===== src/rtl/glb_ctrl_pkg.sv =====
// Shared definitions for the depthwise-layer sequencer: state encoding and
// per-channel address strides.
package glb_ctrl_pkg;

    typedef enum logic [2:0] {
        IDLE,
        INIT,
        LOAD,
        COMP,
        NEXT,
        DONE
    } seq_state_t;

    localparam int DEF_IW    = 32;
    localparam int DEF_IH    = 32;
    localparam int DEF_KSIZE = 3;

    localparam int MAP_WORDS = DEF_IW * DEF_IH;
    localparam int KER_WORDS = DEF_KSIZE * DEF_KSIZE;

    // Stride helpers so a non-default geometry derives its own increments.
    function automatic int map_words(input int iw, input int ih);
        return iw * ih;
    endfunction

    function automatic int ker_words(input int ksize);
        return ksize * ksize;
    endfunction

endpackage


===== src/rtl/datapath_seq_if.sv =====
// Command and data_path handshake bundle of the sequencer; slave is the
// sequencer side, master is the host / data_path side.
interface datapath_seq_if #(
    parameter int AW = 32,
    parameter int CW = 16
);
    logic          start;
    logic          abort;
    logic [CW-1:0] num_ch;
    logic [AW-1:0] data_base;
    logic [AW-1:0] wt_base;
    logic          blkend;
    logic          mapend;
    logic          result_valid;
    logic          data_load;
    logic          dw_comp;
    logic          data_init_addr_en;
    logic [AW-1:0] data_init_addr;
    logic [AW-1:0] weight_init_addr;
    logic [CW-1:0] ch_idx;
    logic          busy;
    logic          done;

    modport slave (
        input  start, abort, num_ch, data_base, wt_base,
               blkend, mapend, result_valid,
        output data_load, dw_comp, data_init_addr_en, data_init_addr,
               weight_init_addr, ch_idx, busy, done
    );

    modport master (
        output start, abort, num_ch, data_base, wt_base,
               blkend, mapend, result_valid,
        input  data_load, dw_comp, data_init_addr_en, data_init_addr,
               weight_init_addr, ch_idx, busy, done
    );
endinterface


===== src/rtl/seq_addr_gen.sv =====
// Channel counter and per-channel feature-map / weight address registers.
module seq_addr_gen #(
    parameter int            AW      = 32,
    parameter int            CW      = 16,
    parameter logic [AW-1:0] MAP_INC = '0,
    parameter logic [AW-1:0] KER_INC = '0
) (
    input  logic          clk,
    input  logic          rst,
    input  logic          load,
    input  logic          step,
    input  logic [AW-1:0] data_base,
    input  logic [AW-1:0] wt_base,
    output logic [CW-1:0] ch_idx,
    output logic [AW-1:0] data_addr,
    output logic [AW-1:0] wt_addr
);

    // Additions wrap modulo 2^AW on purpose; buffers may sit at the top of memory.
    always_ff @(posedge clk or posedge rst) begin
        if (rst) begin
            ch_idx    <= '0;
            data_addr <= '0;
            wt_addr   <= '0;
        end else if (load) begin
            ch_idx    <= '0;
            data_addr <= data_base;
            wt_addr   <= wt_base;
        end else if (step) begin
            ch_idx    <= ch_idx + CW'(1);
            data_addr <= data_addr + MAP_INC;
            wt_addr   <= wt_addr + KER_INC;
        end
    end

endmodule


===== src/rtl/datapath_seq.sv =====
// Depthwise layer sequencer: walks num_ch channels, alternating block loads and
// compute phases on data_path until each map ends.
module datapath_seq
    import glb_ctrl_pkg::*;
#(
    parameter int AW    = 32,
    parameter int IW    = 32,
    parameter int IH    = 32,
    parameter int KSIZE = 3,
    parameter int CW    = 16
) (
    input  logic           clk,
    input  logic           rst,
    datapath_seq_if.slave  bus
);

    localparam logic [AW-1:0] MAP_INC = AW'(map_words(IW, IH));
    localparam logic [AW-1:0] KER_INC = AW'(ker_words(KSIZE));

    seq_state_t    state;
    logic [CW-1:0] num_ch_q;
    logic [CW-1:0] ch_idx;
    logic [CW-1:0] ch_next;
    logic [AW-1:0] data_addr;
    logic [AW-1:0] wt_addr;
    logic          map_flag;
    logic          data_load_q;
    logic          dw_comp_q;
    logic          addr_en_q;
    logic          busy_q;
    logic          done_q;
    logic          addr_load;
    logic          addr_step;

    assign addr_load = (state == IDLE) && bus.start && !bus.abort;
    assign addr_step = (state == NEXT) && !bus.abort;
    assign ch_next   = ch_idx + CW'(1);

    seq_addr_gen #(
        .AW      (AW),
        .CW      (CW),
        .MAP_INC (MAP_INC),
        .KER_INC (KER_INC)
    ) u_addr_gen (
        .clk       (clk),
        .rst       (rst),
        .load      (addr_load),
        .step      (addr_step),
        .data_base (bus.data_base),
        .wt_base   (bus.wt_base),
        .ch_idx    (ch_idx),
        .data_addr (data_addr),
        .wt_addr   (wt_addr)
    );

    // Outputs are set on the edge that enters their state, so they stay registered.
    always_ff @(posedge clk or posedge rst) begin
        if (rst) begin
            state       <= IDLE;
            num_ch_q    <= '0;
            map_flag    <= 1'b0;
            data_load_q <= 1'b0;
            dw_comp_q   <= 1'b0;
            addr_en_q   <= 1'b0;
            busy_q      <= 1'b0;
            done_q      <= 1'b0;
        end else begin
            addr_en_q <= 1'b0;
            done_q    <= 1'b0;
            if (bus.abort) begin
                state       <= IDLE;
                data_load_q <= 1'b0;
                dw_comp_q   <= 1'b0;
                busy_q      <= 1'b0;
            end else begin
                case (state)
                    IDLE: begin
                        if (bus.start) begin
                            num_ch_q <= bus.num_ch;
                            busy_q   <= 1'b1;
                            if (bus.num_ch != '0) begin
                                state     <= INIT;
                                addr_en_q <= 1'b1;
                            end else begin
                                state  <= DONE;
                                done_q <= 1'b1;
                            end
                        end
                    end
                    INIT: begin
                        state       <= LOAD;
                        map_flag    <= 1'b0;
                        data_load_q <= 1'b1;
                    end
                    LOAD: begin
                        if (bus.mapend) map_flag <= 1'b1;
                        if (bus.blkend) begin
                            state       <= COMP;
                            data_load_q <= 1'b0;
                            dw_comp_q   <= 1'b1;
                        end
                    end
                    // A mapend arriving alongside result_valid still ends this map.
                    COMP: begin
                        if (bus.mapend) map_flag <= 1'b1;
                        if (bus.result_valid) begin
                            dw_comp_q <= 1'b0;
                            if (map_flag || bus.mapend) begin
                                state <= NEXT;
                            end else begin
                                state       <= LOAD;
                                data_load_q <= 1'b1;
                            end
                        end
                    end
                    NEXT: begin
                        if (ch_next == num_ch_q) begin
                            state  <= DONE;
                            done_q <= 1'b1;
                        end else begin
                            state     <= INIT;
                            addr_en_q <= 1'b1;
                        end
                    end
                    DONE: begin
                        state  <= IDLE;
                        busy_q <= 1'b0;
                    end
                    default: begin
                        state       <= IDLE;
                        data_load_q <= 1'b0;
                        dw_comp_q   <= 1'b0;
                        busy_q      <= 1'b0;
                    end
                endcase
            end
        end
    end

    assign bus.data_load         = data_load_q;
    assign bus.dw_comp           = dw_comp_q;
    assign bus.data_init_addr_en = addr_en_q;
    assign bus.data_init_addr    = data_addr;
    assign bus.weight_init_addr  = wt_addr;
    assign bus.ch_idx            = ch_idx;
    assign bus.busy              = busy_q;
    assign bus.done              = done_q;

endmodule


===== src/flat_wrapper.sv =====
// flat-port wrapper written by rule: the top's interface ports become plain ports
module datapath_seq_flat import glb_ctrl_pkg::*;
#(
    parameter int AW    = 32,
    parameter int IW    = 32,
    parameter int IH    = 32,
    parameter int KSIZE = 3,
    parameter int CW    = 16
)
  (clk, rst, bus_start, bus_abort, bus_num_ch, bus_data_base, bus_wt_base, bus_blkend, bus_mapend, bus_result_valid, bus_data_load, bus_dw_comp, bus_data_init_addr_en, bus_data_init_addr, bus_weight_init_addr, bus_ch_idx, bus_busy, bus_done);
  datapath_seq_if #(.AW(AW), .CW(CW)) bus_i ();
  input  logic clk;
  input  logic rst;
  input wire logic [$bits(bus_i.start)-1:0] bus_start;
  input wire logic [$bits(bus_i.abort)-1:0] bus_abort;
  input wire logic [$bits(bus_i.num_ch)-1:0] bus_num_ch;
  input wire logic [$bits(bus_i.data_base)-1:0] bus_data_base;
  input wire logic [$bits(bus_i.wt_base)-1:0] bus_wt_base;
  input wire logic [$bits(bus_i.blkend)-1:0] bus_blkend;
  input wire logic [$bits(bus_i.mapend)-1:0] bus_mapend;
  input wire logic [$bits(bus_i.result_valid)-1:0] bus_result_valid;
  output wire logic [$bits(bus_i.data_load)-1:0] bus_data_load;
  output wire logic [$bits(bus_i.dw_comp)-1:0] bus_dw_comp;
  output wire logic [$bits(bus_i.data_init_addr_en)-1:0] bus_data_init_addr_en;
  output wire logic [$bits(bus_i.data_init_addr)-1:0] bus_data_init_addr;
  output wire logic [$bits(bus_i.weight_init_addr)-1:0] bus_weight_init_addr;
  output wire logic [$bits(bus_i.ch_idx)-1:0] bus_ch_idx;
  output wire logic [$bits(bus_i.busy)-1:0] bus_busy;
  output wire logic [$bits(bus_i.done)-1:0] bus_done;
  assign bus_i.start = bus_start;
  assign bus_i.abort = bus_abort;
  assign bus_i.num_ch = bus_num_ch;
  assign bus_i.data_base = bus_data_base;
  assign bus_i.wt_base = bus_wt_base;
  assign bus_i.blkend = bus_blkend;
  assign bus_i.mapend = bus_mapend;
  assign bus_i.result_valid = bus_result_valid;
  assign bus_data_load = bus_i.data_load;
  assign bus_dw_comp = bus_i.dw_comp;
  assign bus_data_init_addr_en = bus_i.data_init_addr_en;
  assign bus_data_init_addr = bus_i.data_init_addr;
  assign bus_weight_init_addr = bus_i.weight_init_addr;
  assign bus_ch_idx = bus_i.ch_idx;
  assign bus_busy = bus_i.busy;
  assign bus_done = bus_i.done;
  datapath_seq #(.AW(AW), .IW(IW), .IH(IH), .KSIZE(KSIZE), .CW(CW)) u_core (.clk(clk), .rst(rst), .bus(bus_i));
endmodule

===== config.mk =====
export PLATFORM = sky130hd
export DESIGN_NAME = datapath_seq_flat
export DESIGN_NICKNAME = d
export VERILOG_FILES = /design/src/rtl/glb_ctrl_pkg.sv /design/src/rtl/datapath_seq_if.sv /design/src/rtl/seq_addr_gen.sv /design/src/rtl/datapath_seq.sv /design/src/flat_wrapper.sv
export SDC_FILE = /design/constraint.sdc
export NUM_CORES = 1
export LEC_CHECK = 0
export BUFFER_PORTS_ARGS = -buffer_cell sky130_fd_sc_hd__buf_2
export CORE_ASPECT_RATIO = 1.2
export CORE_MARGIN = 5
export CORE_UTILIZATION = 45
export DETAILED_ROUTE_END_ITERATION = 7
export PLACE_DENSITY = 0.71
export SYNTH_ARGS = -nofsm -noshare
export SYNTH_HDL_FRONTEND = slang
export SYNTH_SLANG_ARGS = --single-unit

===== constraint.sdc =====
create_clock -name clk -period 3.9 [get_ports clk]
set_input_delay 0.195 -clock clk [delete_from_list [all_inputs] [get_ports clk]]
set_output_delay 0.195 -clock clk [all_outputs]
set_load 0.05 [all_outputs]

==> reports/summary.txt, run 1 <==
status: finished clean
initial antenna violation count: 2
synth cell count leaders: nand2_1, dfrtp_1, o21ai_0
HP Class: in -> reg
Crit Reg-Reg Startpoint: u_core.state[2]
Cell Area, Synth: 5820 µm²
Synth top area share: 45.1%
post-place setup slack: 1.40 ns
number of synthesized flops with an enable pin: 0
root buf cell: clkbuf_16
total number of vias: 5,724
GP Congestion: 0.909
FMAX: 403 MHz
WHS Path Cells: 3
Clk pin slew, worst setup/hold paths: 0.07 ns
Routed WL: 16,500 µm
Setup crit end kind: register
multiplexer area fraction after synthesis: 0.344%
CP cell instances: nor2_1 > or4_1 > buf_4 > nor2_2 > nand3_1 > o311ai_0
port buffer count: 171
Hold Buf Count CTS: 0
Compound-Gate Fraction of Synth Area: 19.0%
Yosys reg bits: 105
RSZ-0062 raised after global routing: false
I/O Pins: 172
maximum buffer depth of the clock tree: 2
post-layout min period: 2.48 ns
largest net degree at the start of global routing: 92
Pleak: 3.15 nW
Net Count, Synth: 787
mean post-synth cell area: 8.35 µm²
sequential-to-total area share from yosys stat: 45.1%
H-tree depth reported by CTS: 3
cell family with most CP delay: simple AND/OR/NAND/NOR gates
CP max stage cell: nor2_2
nets: 932
CP peak stage delay: 0.62 ns
Slew HR: 35.2%
worst slew pin tran: 0.972 ns
WL/cell: 16.3 µm
synth warn: 0
Worst-Skew Late Latency: 0.35 ns
worst path buffer plus inverter count: 1
HPWL Detailed: 11,600 µm
CP arrival: 2.71 ns
post_cts resized: 0
vias per cell: 5.66
synthesized instance count: 697
Synth Area in Simple Gates: 25.8%
post-route setup slack: 1.42 ns
min-delay src: bus_data_base[2]
R2R depth: 6
final count of hold timing violations: 0
pins over their slew limit: 0
largest family of logic cells by synthesized area: simple AND/OR/NAND/NOR gates
post-route cell area: 7080 µm²
XOR/XNOR share of the synthesized area: 5.57%
Most used DFF post-synth: dfrtp_1
Yosys top cell by area: dfrtp_1
Residual DRC: 0
first-pass GRT wire length: 25,500 µm
die height: 135 µm
Worst R2R Setup Slack: 1.42 ns
Reg2Reg Capture Point: u_core.u_addr_gen.wt_addr[27]
Sink Count: 105
CP Launch Type: register
Initial DRT Pass Iterations: 5
layout cell share with drive strength beyond 1: 24.4%
Peak supply drop: 0.296 mV
antenna violation net count after detailed routing: 0
Layout Skew: 0.00907 ns
worst setup path class: reg -> reg
# diodes: 0
num rows: 45
Min-Delay Endpoint: u_core.u_addr_gen.data_addr[2]
initial drt markers: 314
most instantiated library cell after synthesis: nand2_1
chip width: 114 µm
TritonCTS clock tree: yes
CP Data Required Time: 4.13 ns
PD cells: 643 nW/µm²
Synth Area in Adders: 0.645%
placed cell areas: 6800 µm²
TNS Setup: 0 ns
ranking of synthesized cells by area: dfrtp_1, nand2_1, o21ai_0
crit share post-route: 63.6%
hold_ws: 0.0338 ns
vias in the first global route: 5,141
Post-CTS Setup Inserts: 0
TritonCTS Buffers: 9
grt total ovfl: 0
Async SR Flop Fraction: 100%
final std cells w/o fill: 1,011
Total GRT Usage: 20.4%
Max Cap Violations: 0
Worst Path Max Fanout: 44
setup violators final: 0
Netlist cell types: 60
initial core utilization: 45.9%
core area: 12,700 µm²
die area: 15,300 µm²
Cells after DPL: 995
Syn-to-layout area delta: 21.6%
cell families after synthesis:
| group | Yosys count |
|---|---|
| compound gates | 176 |
| xor+xnor | 37 |
| fa+ha+maj | 3 |
| buf+inv | 51 |
| flops | 105 |
| mux | 2 |
| simple gates | 323 |
sequential cells by signal, summed over array words and instances (netlist names):
name                          count
u_core.u_addr_gen.data_addr      32
u_core.bus.data_init_addr_en      1
u_core.u_addr_gen.ch_idx         16
u_core.state                      3
u_core.u_addr_gen.wt_addr        32
u_core.bus.data_load              1
u_core.bus.dw_comp                1
u_core.bus.busy                   1
u_core.bus.done                   1
u_core.map_flag                   1
u_core.num_ch_q                  16
layout by cell type (no fill, tap or decap), types with 5 or more instances in the layout:
| cell | instances |
|---|---|
| nand2_1 | 161 |
| inv_1 | 7 |
| and2_1 | 5 |
| nor3_1 | 17 |
| buf_2 | 171 |
| a21oi_1 | 44 |
| nand3_1 | 40 |
| a31oi_1 | 9 |
| xor2_1 | 12 |
| buf_4 | 5 |
| nand4_1 | 10 |
| xnor2_1 | 25 |
| o21ai_0 | 57 |
| and3_1 | 12 |
| dfrtp_1 | 105 |
| nor4_1 | 10 |
| nor2_1 | 44 |
| o22ai_1 | 13 |
| clkbuf_16 | 9 |
cell type report:
class | instances | area [µm²]
well taps | 164 | 205
inverters | 8 | 32.5
repair buffers | 177 | 913
clock inverters | 6 | 50.0
clock buffers | 10 | 229
multi-input cells | 541 | 3020
flip-flops and latches | 105 | 2630
fillers | 1226 | 5590
routing by layer:
| layer | share of wire, % | track usage [%] |
|---|---|---|
| met2 | 48 | 33.9 |
| met1 | 42 | 26.4 |
| met5 | 0.15 | 0 |
| met3 | 8.4 | 5.20 |
| met4 | 1.6 | 5.87 |
report_power, final:
part,switching [W],internal (W)
Sequential,0.000354,0.00137
Clock,0.000428,0.000441
Combinational,0.00142,0.000536
worst reg2reg max path: stages (launching register included):
cell	delay [ns]
dfrtp_1	0.51
nor2_1	0.11
or4_1	0.40
buf_4	0.29
nor2_2	0.63
nand3_1	0.15
o311ai_0	0.28
worst max-delay path by stage:
stage	startpoint	end	slack, ns	cells past startpoint
final	u_core.state[2]	u_core.u_addr_gen.wt_addr[27]	1.42	6
after floorplan	rst	u_core.bus.busy	0.94	1
after global routing	u_core.state[2]	u_core.u_addr_gen.wt_addr[27]	1.21	6
after global placement	u_core.state[2]	u_core.u_addr_gen.wt_addr[27]	1.46	6
after detailed placement	u_core.state[2]	u_core.u_addr_gen.wt_addr[27]	1.40	6
after CTS	u_core.state[2]	u_core.u_addr_gen.wt_addr[27]	1.36	6
metrics by stage:
stage,total power (W),utilization (%)
after floorplan,0.00317,-
after global placement,0.00368,53.6
after detailed placement,0.00370,53.6
after CTS,0.00457,55.9
after global routing,0.00479,55.9
final,0.00455,55.9
(Power assumes the default switching activity.)
==> run 2: changes to the inputs <==
Settings changed: PLACE_DENSITY 0.71 to 0.74.
Clock period 3.9 ns to 2 ns, I/O delays scaled along.
==> run 2 against run 1 <==
Compared with the run above: non-clock buffer count is 102 higher; critical path type unchanged; power is 100% higher; largest cell class unchanged; critical endpoint is now u_core.bus.data_init_addr_en; setup slack worse by 1.4 ns; combinational power is 120% higher; highest routed layer is now met4.
==> reports/summary.txt, run 2 (synthesis results as in run 1) <==
Crit Reg-Reg Startpoint: u_core.u_addr_gen.ch_idx[1]
initial drt markers: 415 (+32%)
Reg2Reg Capture Point: u_core.bus.data_init_addr_en
Slew HR: 60.2% (+25 points)
Residual DRC: 0 (unchanged)
chip width: 114 µm (unchanged)
final count of hold timing violations: 0 (unchanged)
initial antenna violation count: 0 (-2)
Clk pin slew, worst setup/hold paths: 0.07 ns (about the same)
setup violators final: 0 (unchanged)
PD cells: 1130 nW/µm² (+76%)
CP arrival: 2.17 ns (-0.54 ns)
pins over their slew limit: 0 (unchanged)
GP Congestion: 0.919 (+1.2%)
WL/cell: 16.5 µm (+1.4%)
port buffer count: 171 (unchanged)
min-delay src: bus_wt_base[0]
final core utilization: 64.7% (+8.8 points)
num rows: 45 (unchanged)
total number of vias: 6,190 (+8.1%)
die area: 15,300 µm² (unchanged)
vias per cell: 5.56 (-1.8%)
nets: 1,034 (+11%)
Worst-Skew Late Latency: 0.35 ns (about the same)
layout cell share with drive strength beyond 1: 32.2% (+7.8 points)
post-route setup slack: 0.0631 ns (-1.36 ns)
worst setup path class: reg -> reg
H-tree depth reported by CTS: 3 (unchanged)
Layout Skew: 0.00831 ns (-0.000762 ns)
I/O Pins: 172 (unchanged)
Max Cap Violations: 0 (unchanged)
CP Launch Type: register
post-layout min period: 1.94 ns (-0.544 ns)
# diodes: 0 (unchanged)
CP Data Required Time: 2.24 ns (-1.89 ns)
grt total ovfl: 0 (unchanged)
HPWL Detailed: 12,600 µm (+8.6%)
TritonCTS Buffers: 9 (unchanged)
Worst path most repeated cell: and3_4
RSZ-0062 raised after global routing: true
FMAX: 516 MHz (+28%)
final std cells w/o fill: 1,113 (+10%)
post-place setup slack: -0.0122 ns (-1.41 ns)
status: finished clean
commonest cells after routing, fill and taps aside: buf_2, nand2_1, dfrtp_1
worst slew pin tran: 0.597 ns (-0.374 ns)
Peak supply drop: 0.808 mV (+170%)
Cells after DPL: 1,044 (+4.9%)
Pleak: 3.65 nW (+16%)
root buf cell: clkbuf_16
Syn-to-layout area delta: 40.7%
crit share post-route: 96.8% (+33 points)
Initial DRT Pass Iterations: 5 (unchanged)
Total GRT Usage: 23.2% (+2.7 points)
Worst Path Max Fanout: 6 (-86%)
TritonCTS clock tree: yes
WHS Path Cells: 3 (unchanged)
Worst R2R Setup Slack: 0.06 ns (-1.36 ns)
first-pass GRT wire length: 29,000 µm (+14%)
core area: 12,700 µm² (unchanged)
largest net degree at the start of global routing: 106 (+15%)
total chip power: 0.00929 W (+100%)
CP cell instances: ha_4 > and3_4 > and3_4 > xnor2_1 > nor4_2 > nand4_1 > a22o_1
Setup crit end kind: register
CP max stage cell: dfrtp_2
cell family with most CP delay: simple AND/OR/NAND/NOR gates
antenna violation net count after detailed routing: 0 (unchanged)
commonest non-fill, non-tap cell in the layout: buf_2
vias in the first global route: 5,965 (+16%)
Sink Count: 105 (unchanged)
initial core utilization: 45.9% (unchanged)
CP peak stage delay: 0.43 ns (-0.19 ns)
Routed WL: 18,400 µm (+12%)
Largest regs: u_core.u_addr_gen.data_addr: 32 flops, u_core.u_addr_gen.wt_addr: 32 flops
die height: 135 µm (unchanged)
HP Class: in -> reg
worst path buffer plus inverter count: 0 (-1)
R2R depth: 7 (+1)
Min-Delay Endpoint: u_core.u_addr_gen.wt_addr[0]
maximum buffer depth of the clock tree: 2 (unchanged)
## run 2: cell types whose count changed in the layout (fill, tap and decap cells not counted), sizes merged
cell / before / now
inv: 10 / 7
dlygate4sd3: 0 / 47
buf: 177 / 231
clkinvlp: 2 / 1
clkbuf: 10 / 15
## run 2: repair_timing
action	CTS	global route
endpoints found under the hold margin	151	0
endpoints found under the setup margin	1	12
resized for setup	1	16
buffers inserted	0	5
cloned	0	1
hold buffers	47	0
pin swaps	1	3
## run 2: cell type report
class | count | area (µm²)
Fill cell | 1063 | 4480
Timing Repair Buffer | 279 | 1880
Tap cell | 164 | 205
Sequential cell | 105 | 2660
Inverter | 8 | 33.8
Multi-Input combinational cell | 541 | 3130
Clock buffer | 14 | 264
Clock inverter | 2 | 13.8
## run 2: power breakdown
group	internal, W	leakage, nW	total, W	switching [W]
clock network	0.000915	0.137	0.00168	0.000764
registers	0.00271	1.24	0.00337	0.000668
logic	0.00130	2.27	0.00424	0.00294
## run 2: how the worst max path moves through the flow
stage,start,end,slack [ns],cells after the start
global placement,u_core.u_addr_gen.ch_idx[1],u_core.bus.data_init_addr_en,0.03,7
floorplan,u_core.u_addr_gen.ch_idx[0],u_core.bus.data_init_addr_en,-0.04,7
detailed placement,u_core.u_addr_gen.ch_idx[1],u_core.bus.data_init_addr_en,-0.01,7
finish,u_core.u_addr_gen.ch_idx[1],u_core.bus.data_init_addr_en,0.06,7
CTS,u_core.u_addr_gen.ch_idx[1],u_core.bus.data_init_addr_en,0.02,7
global route,u_core.u_addr_gen.wt_addr[1],u_core.u_addr_gen.wt_addr[20],-0.08,8
## run 2: per-layer routing
metal	wire (µm)	GRT usage [%]	vias up
met4	321	8.12	0
met2	9220	39.9	225
met1	7540	28.6	2944
met5	0	0	-
li1	-	-	2994
met3	1310	5.02	27
## run 2: worst register-to-register path, stage by stage (launching register included)
cell and delay [ns]:
dfrtp_2 0.43, ha_4 0.19, and3_4 0.18, and3_4 0.18, xnor2_1 0.13, nor4_2 0.28
nand4_1 0.20, a22o_1 0.24
## run 2: through the flow
| stage | hold WS, ns | instance area [µm²] | setup TNS (ns) |
|---|---|---|---|
| 4_1_cts | 0.00206 | 8070 | 0 |
| 3_5_place_dp | 0.294 | 7310 | -0.0122 |
| 5_1_grt | 0.00529 | 8190 | -0.203 |
| 2_1_floorplan | 0.205 | 5910 | -0.0379 |
| 6_report | 0.0183 | 8190 | 0 |
| 3_3_place_gp | 0.289 | 7310 | 0 |
